<file path="config.mk">
export PLATFORM = sky130hd
export DESIGN_NAME = jtframe_autofire
export DESIGN_NICKNAME = d
export VERILOG_FILES = /design/src/rtl/jtframe_autofire.sv
export SDC_FILE = /design/constraint.sdc
export NUM_CORES = 1
export LEC_CHECK = 0
export BUFFER_PORTS_ARGS = -buffer_cell sky130_fd_sc_hd__clkbuf_2
export CAP_MARGIN = 40
export CELL_PAD_IN_SITES_DETAIL_PLACEMENT = 0
export CELL_PAD_IN_SITES_GLOBAL_PLACEMENT = 1
export CORE_MARGIN = 5
export CORE_UTILIZATION = 39
export DETAILED_ROUTE_END_ITERATION = 7
export PLACE_DENSITY_LB_ADDON = 0.1
export SLEW_MARGIN = 20
export SYNTH_ARGS = -nofsm -noshare
export SYNTH_HDL_FRONTEND = slang
export SYNTH_HIERARCHICAL = 1
export SYNTH_SLANG_ARGS = --single-unit
</file>
<file path="constraint.sdc">
create_clock -name clk -period 3.9 [get_ports clk]
set_input_delay 0.39 -clock clk [delete_from_list [all_inputs] [get_ports clk]]
set_output_delay 0.39 -clock clk [all_outputs]
set_load 0.02 [all_outputs]
</file>
<file path="src/rtl/jtframe_autofire.sv">
// Per-player turbo stage: held fire buttons with turbo enabled become a square
// wave counted in video frames; every other bit is registered straight through.
module jtframe_autofire_lane #(
  parameter int RATE = 3,
  parameter int CW   = 4
) (
  input  logic clk,
  input  logic rst,
  input  logic tick,
  input  logic turbo,
  input  logic btn,
  output logic out_d
);
  typedef enum logic [1:0] {IDLE, ON, OFF} state_t;

  localparam logic [CW-1:0] LAST = CW'(RATE - 1);

  state_t          st_q, st_d;
  logic [CW-1:0]   cnt_q, cnt_d;

  always_comb begin
    st_d  = st_q;
    cnt_d = cnt_q;
    out_d = btn;
    case (st_q)
      IDLE: begin
        // a press coincident with a tick starts at cnt 0; that tick is not counted
        if (turbo && btn) begin
          st_d  = ON;
          cnt_d = '0;
        end
      end
      default: begin
        if (!btn) begin
          st_d  = IDLE;
          cnt_d = '0;
          out_d = 1'b0;
        end else if (!turbo) begin
          st_d  = IDLE;
          cnt_d = '0;
          out_d = btn;
        end else begin
          out_d = (st_q == ON);
          if (tick) begin
            if (cnt_q == LAST) begin
              st_d  = (st_q == ON) ? OFF : ON;
              cnt_d = '0;
              out_d = (st_q != ON);
            end else begin
              cnt_d = cnt_q + 1'b1;
            end
          end
        end
      end
    endcase
  end

  always_ff @(posedge clk) begin
    if (rst) begin
      st_q  <= IDLE;
      cnt_q <= '0;
    end else begin
      st_q  <= st_d;
      cnt_q <= cnt_d;
    end
  end
endmodule

module jtframe_autofire #(
  parameter int BUTTONS = 2,
  parameter int RATE    = 3,
  parameter int CW      = 4
) (
  input  logic               clk,
  input  logic               rst,
  input  logic               LVBL,
  input  logic [BUTTONS-1:0] turbo,
  input  logic [15:0]        joy_in,
  output logic [15:0]        joy_out
);
  logic               lvbl_l_q, lvbl_l_d;
  logic               tick;
  logic [BUTTONS-1:0] btn_d;
  logic [15:0]        joy_q, joy_d;

  assign lvbl_l_d = LVBL;
  assign tick     = lvbl_l_q & ~LVBL;

  for (genvar b = 0; b < BUTTONS; b++) begin : g_lane
    jtframe_autofire_lane #(.RATE(RATE), .CW(CW)) u_lane (
      .clk   (clk),
      .rst   (rst),
      .tick  (tick),
      .turbo (turbo[b]),
      .btn   (joy_in[4+b]),
      .out_d (btn_d[b])
    );
  end

  always_comb begin
    joy_d              = joy_in;
    joy_d[4 +: BUTTONS] = btn_d;
  end

  always_ff @(posedge clk) begin
    if (rst) begin
      lvbl_l_q <= 1'b1;
      joy_q    <= '0;
    end else begin
      lvbl_l_q <= lvbl_l_d;
      joy_q    <= joy_d;
    end
  end

  assign joy_out = joy_q;
endmodule

</file>
=== Yosys cells after proc, flatten, opt, wreduce, memory -nomap -nowiden ===
Cells that the tools add are included.

* Register bits: 29
* Input bits: 21
* Output and inout bits: 16

* Add/subtract/negate cells: 2
* Eq/ne operators: 12
* Multiplexer cells: 36
* Bitwise operators: 2
* Reductions and logical operators: 8

{| class="wikitable"
|+ Operators with widths
! cell !! count
|-
| 4-bit 2-to-1 mux || 12
|-
| 2-bit 2-to-1 mux || 14
|-
| 4-bit by 2-bit != test with 1-bit output (second input constant) || 4
|-
| 1-bit 2-to-1 mux || 10
|-
| 4-bit by 1-bit adder with 4-bit output (second input constant) || 2
|-
| 4-bit by 2-bit == test with 1-bit output (second input constant) || 2
|-
| 2-bit by 1-bit != test with 1-bit output (second input constant) || 4
|-
| 3-bit AND reduction || 2
|-
| 2-bit by 1-bit == test with 1-bit output (second input constant) || 2
|-
| 2-bit zero test || 2
|-
| 2-bit AND reduction || 2
|-
| 1-bit logical AND || 2
|-
| 1-bit AND || 1
|-
| 1-bit inverter || 1
|}

=== Depth between registers and ports, before layout ===
* Depth after elaboration: 7
* Depth in mapped cells: 7

=== Cells and area by module ===
The synthesis kept the hierarchy.

{| class="wikitable"
|+ Modules (own cells, without submodules)
! module !! instances !! cells an instance !! area an instance (um2)
|-
| jtframe_autofire_lane || 2 || 34 || 326.6
|-
| jtframe_autofire || 1 || 36 || 470.5
|}

=== Least setup slack after synthesis ===
No wires, ideal clock.

* Path kind: input to register
* Start point: input port LVBL
* End point: register joy_q[4], in the netlist joy_out[4]
* Library setup time: 0.065 ns
* Data arrival time: 1.362 ns
* Setup slack: 2.473 ns
* Stages on the path: 6
* Buffers on the path: 0
* Cell sequence: nor2b_1 -> and4bb_1 -> nand2b_1 -> nand2_1 -> a21boi_0 -> nor2b_1

* Word-level cells in the longest chain between the ends: 6

{| class="wikitable"
|+ Ends and longest elaborated chain
! what !! RTL line !! text
|-
| start: declaration || 76 || <nowiki>input logic LVBL,</nowiki>
|-
| 1-bit inverter || 87 || <nowiki>assign tick = lvbl_l_q & ~LVBL;</nowiki>
|-
| 1-bit AND || 87 ||
|-
| 1-bit 2-to-1 mux || 44 || <nowiki>if (tick) begin</nowiki>
|-
| 1-bit 2-to-1 mux || 38 || <nowiki>end else if (!turbo) begin</nowiki>
|-
| 1-bit 2-to-1 mux || 34 || <nowiki>if (!btn) begin</nowiki>
|-
| 1-bit 2-to-1 mux || 25 || <nowiki>case (st_q)</nowiki>
|-
| net btn_d[0] || 83 || <nowiki>logic [BUTTONS-1:0] btn_d;</nowiki>
|-
| end signal: assignment || 111 || <nowiki>joy_q <= joy_d;</nowiki>
|-
| end: declaration || 84 || <nowiki>logic [15:0] joy_q, joy_d;</nowiki>
|}

The timed path passes the listed nets, and every way through them passes these cells.
A chain may end at the register's enable or synchronous reset.

=== Worst setup path in the final report ===
* Start point: register lvbl_l_q
* End point: register joy_q[5], in the netlist joy_out[5]

* Word-level cells in the longest chain between the ends: 5

{| class="wikitable"
|+ Ends and longest elaborated chain
! what !! RTL line !! text
|-
| start: declaration || 81 || <nowiki>logic lvbl_l_q, lvbl_l_d;</nowiki>
|-
| start signal: assignment || 110 || <nowiki>lvbl_l_q <= lvbl_l_d;</nowiki>
|-
| 1-bit AND || 87 ||
|-
| net tick || 82 || <nowiki>logic tick;</nowiki>
|-
| 1-bit 2-to-1 mux || 44 ||
|-
| 1-bit 2-to-1 mux || 38 ||
|-
| 1-bit 2-to-1 mux || 34 ||
|-
| 1-bit 2-to-1 mux || 25 ||
|-
| net btn_d[1] || 83 ||
|}

The timed path passes the listed nets, and every way through them passes these cells.

==> impl_metrics.prom <==
# TYPE chip_impl_metric gauge
chip_impl_metric{name="net-switching-power",unit="W"} 0.000141
chip_impl_info{name="synthFlopType",value="dfxtp_1"} 1
chip_impl_metric{name="die_h",unit="um"} 63.7
chip_impl_info{name="rsz0062_at_grt",value="false"} 1
chip_impl_info{name="cp-startpoint",value="lvbl_l_q"} 1
chip_impl_metric{name="post_layout_nonfiller_instances",unit=""} 178
chip_impl_metric{name="dpl_worst_slack",unit="ps"} 2190
chip_impl_metric{name="post_synth_instance_area",unit="um2"} 1120
chip_impl_metric{name="grt_antenna_before_repair",unit=""} 0
chip_impl_metric{name="average_via_count_per_standard_cell",unit=""} 4.86
chip_impl_metric{name="report.final.setup_viol",unit=""} 0
chip_impl_metric{name="finish.net_count",unit=""} 171
chip_impl_info{name="worst_r2r_dst",value="joy_out[5]"} 1
chip_impl_metric{name="synthCells",unit=""} 104
chip_impl_info{name="worst_setup_path_start_kind",value="register"} 1
chip_impl_metric{name="ant_nets",unit=""} 0
chip_impl_metric{name="final_cell_utilization_of_the_core",unit="%"} 50.8
chip_impl_metric{name="cts_resized",unit=""} 0
chip_impl_info{name="regToRegStartpoint",value="lvbl_l_q"} 1
chip_impl_metric{name="grt_max_degree",unit=""} 22
chip_impl_metric{name="detailroute.via_count",unit=""} 865
chip_impl_metric{name="multi_input_comb_area",unit="um2"} 524
chip_impl_metric{name="worst_clock_skew",unit="ps"} 8.01
chip_impl_metric{name="die_w",unit="um"} 63.7
chip_impl_info{name="cp_max_delay_cell",value="nor2b_1"} 1
chip_impl_metric{name="insertedDiodeCount",unit=""} 0
chip_impl_metric{name="cts.hold.buffers_added",unit=""} 0
chip_impl_metric{name="start_util",unit="%"} 40.7
chip_impl_metric{name="fill_cells",unit=""} 279
chip_impl_metric{name="share_of_async_settable_or_async_resettable_flops_after_synthesis",unit="%"} 0
chip_impl_metric{name="timing_max_transition_violations_final",unit=""} 0
chip_impl_info{name="outcome",value="complete, no violations"} 1
chip_impl_metric{name="num_cts_buffers",unit=""} 5
chip_impl_info{name="clock_tree.root_cell",value="clkbuf_4"} 1
chip_impl_metric{name="hpwl",unit="um"} 1550
chip_impl_metric{name="synth_nets",unit=""} 129
chip_impl_metric{name="cp_max_fo",unit=""} 8
chip_impl_metric{name="setup-tns-final",unit="ps"} 0
chip_impl_metric{name="cpPeakStageDelay",unit="ps"} 410
chip_impl_info{name="crit_path_cell_chain",value="nor2b_1 -> and4bb_1 -> nand2b_1 -> nand2_1 -> a21boi_0 -> nor2b_1"} 1
chip_impl_metric{name="num_io_pins",unit=""} 37
chip_impl_metric{name="clock_power_share",unit="%"} 34.7
chip_impl_metric{name="synth_sequential_area_ratio",unit="%"} 51.7
chip_impl_metric{name="power.internal",unit="W"} 0.000443
chip_impl_metric{name="layout-drive-gt1-share",unit="%"} 34.0
chip_impl_metric{name="slew_headroom",unit="%"} 67.9
chip_impl_info{name="type_of_the_worst_setup_path",value="reg -> reg"} 1
chip_impl_metric{name="reg2reg_slack",unit="ps"} 2340
chip_impl_metric{name="power_per_cell_area",unit="nW/um2"} 417
chip_impl_metric{name="gpl.final_weighted_congestion",unit=""} 0.792
chip_impl_metric{name="design_power_total",unit="W"} 0.000584
chip_impl_metric{name="final.min_clock_period",unit="ps"} 1560
chip_impl_metric{name="worst-r2r-cell-count",unit=""} 6
chip_impl_metric{name="drt-pass1-iter-count",unit=""} 4
chip_impl_metric{name="worst_skew_pair.late_latency",unit="ps"} 310
chip_impl_metric{name="number_of_global_route_vias_before_repair",unit=""} 792
chip_impl_metric{name="level_count_of_the_clock_h_tree",unit=""} 2
chip_impl_info{name="tritoncts_clock_tree",value="yes"} 1
chip_impl_info{name="worstSetupEndpoint",value="joy_out[5]"} 1
chip_impl_metric{name="routed_wire_length_per_instance",unit="um"} 11.6
chip_impl_metric{name="synthToLayoutAreaGrowth",unit="%"} 24.7
chip_impl_metric{name="wl",unit="um"} 2060
chip_impl_metric{name="power_switching_share",unit="%"} 24.2
chip_impl_metric{name="grt.overflow.total",unit=""} 0
chip_impl_metric{name="fp.dieArea",unit="um2"} 4050
chip_impl_metric{name="drt-initial-drc-count",unit=""} 23
chip_impl_metric{name="grtUsageTotal",unit="%"} 10.9
chip_impl_metric{name="worstMarginPinSlew",unit="ps"} 480
chip_impl_metric{name="critPathRequiredTime",unit="ps"} 4150
chip_impl_metric{name="timing.critical_path.arrival",unit="ps"} 1810
chip_impl_info{name="hold_path_class",value="in -> reg"} 1
chip_impl_metric{name="number_of_placement_rows",unit=""} 19
chip_impl_metric{name="cts.sink_count",unit=""} 29
chip_impl_metric{name="worst_setup_hold_path_clk_slew",unit="ps"} 90
chip_impl_metric{name="cap_violations",unit=""} 0
chip_impl_metric{name="post-route-worst-setup-slack",unit="ps"} 2340
chip_impl_metric{name="yosys_warnings",unit=""} 6
chip_impl_metric{name="port_buffers",unit=""} 36
chip_impl_metric{name="number_of_failing_hold_endpoints_at_the_final_stage",unit=""} 0
chip_impl_metric{name="first_pass_grt_wire_length",unit="um"} 3380
chip_impl_metric{name="cts.repair_timing.setup_buffer_count",unit=""} 0
chip_impl_metric{name="synth-seq-cells",unit=""} 29
chip_impl_metric{name="power.static_leakage",unit="nW"} 0.678
chip_impl_metric{name="synth_edf_count",unit=""} 0
chip_impl_info{name="critPathCaptureType",value="register"} 1
chip_impl_metric{name="seq_area",unit="um2"} 581
chip_impl_metric{name="drc",unit=""} 0
chip_impl_info{name="critPathMostFrequentCell",value="nor2b_1"} 1
chip_impl_metric{name="seq_power_share",unit="%"} 54.0
chip_impl_metric{name="power.combinational.fraction",unit="%"} 11.2
chip_impl_metric{name="irDropWorstVdd",unit="uV"} 289
chip_impl_metric{name="clockBufferDepth",unit=""} 2
chip_impl_metric{name="clock.fmax",unit="GHz"} 0.640
chip_impl_metric{name="coreArea",unit="um2"} 2760
chip_impl_metric{name="post_synth_num_cell_types",unit=""} 24
chip_impl_metric{name="avg_inst_size_synth",unit="um2"} 10.8
chip_impl_metric{name="timing.final.crit_share",unit="%"} 40.1
chip_impl_metric{name="placedCellCount",unit=""} 170
cells in the mapped netlist, types with 4 or more instances:
library cell  instances  area, um2
nor2_1               10       37.5
nand2b_1              4       25.0
nor2b_1              12       75.1
and2b_1               5       37.5
nand2_1               4       15.0
o211ai_1              4       30.0
xor2_1                4       35.0
ha_1                  4       50.1
dfxtp_1              29        581
worst max-delay path, delay by kind of cell (launching register included):
family           cells  cell delay [ps]
AND/OR/NAND/NOR      5             1050
AO/OA/AOI/OAI        1              150
flip-flops           1              310
worst min path at each step:
stage	startpoint	slack, ps	depth (start not counted)	to
finish	LVBL	280	2	lvbl_l_q
global route	LVBL	250	2	lvbl_l_q
CTS	LVBL	250	2	lvbl_l_q
detailed placement	g_lane[0].u_lane/cnt_q[3]	500	2	g_lane[0].u_lane/cnt_q[3]
global placement	g_lane[0].u_lane/cnt_q[3]	500	2	g_lane[0].u_lane/cnt_q[3]
floorplan	rst	460	1	joy_out[12]
final cells by class:
class,count,share of cell area (%)
Clock buffer,7,4.64
Clock inverter,1,0.357
Inverter,2,0.536
Multi-Input combinational cell,72,37.4
Sequential cell,29,41.4
Tap cell,31,2.77
Timing Repair Buffer,36,12.9
logic make-up after synthesis:
kind of cell	share of synthesized area, %
and+or+nand+nor	23.3
buffers and inverters	1.67
xor gates and xnor gates	4.68
AOI/OAI and AO/OA	14.3
adders and majority gates	4.45
DFF	51.7
per-stage QoR:
step                hold slack (ps)  cell area, um2
floorplan                       462            1120
global placement                496            1330
detailed placement              502            1330
CTS                             254            1400
global route                    249            1400
finish                          275            1400
state kept, by name, indices dropped and copies added, names as in the netlist:
name and count:
g_lane.u_lane/cnt_q 8, g_lane.u_lane/st_q 4, lvbl_l_q 1, joy_out 16
cells in the final DEF (no fill, tap or decap), types with 4 or more instances in the layout:
cell      instances
o211ai_1          4
nand2_1           4
clkbuf_4          5
nor2_1           10
nand2b_1          4
xor2_1            4
clkbuf_2         36
dfxtp_1          29
nor2b_1          12
and2b_1           5
ha_1              4
power groups by stage:
stage	Clock, W	Sequential, W	Combinational, W
5_1_grt	0.000230	0.000317	0.0000728
3_3_place_gp	0	0.000322	0.0000656
6_report	0.000203	0.000316	0.0000654
4_1_cts	0.000217	0.000316	0.0000667
2_1_floorplan	0	0.000333	0.0000299
3_5_place_dp	0	0.000323	0.0000663
routing by layer:
metal	wire, um	GRT usage, %	part of all wire [%]	vias up
met5	0	0	0	-
li1	-	-	-	439
met2	910	16.8	44	32
met1	890	11.6	43	390
met4	44	6.75	2.1	0
met3	215	5.68	10	4
(Power assumes the default switching activity.)
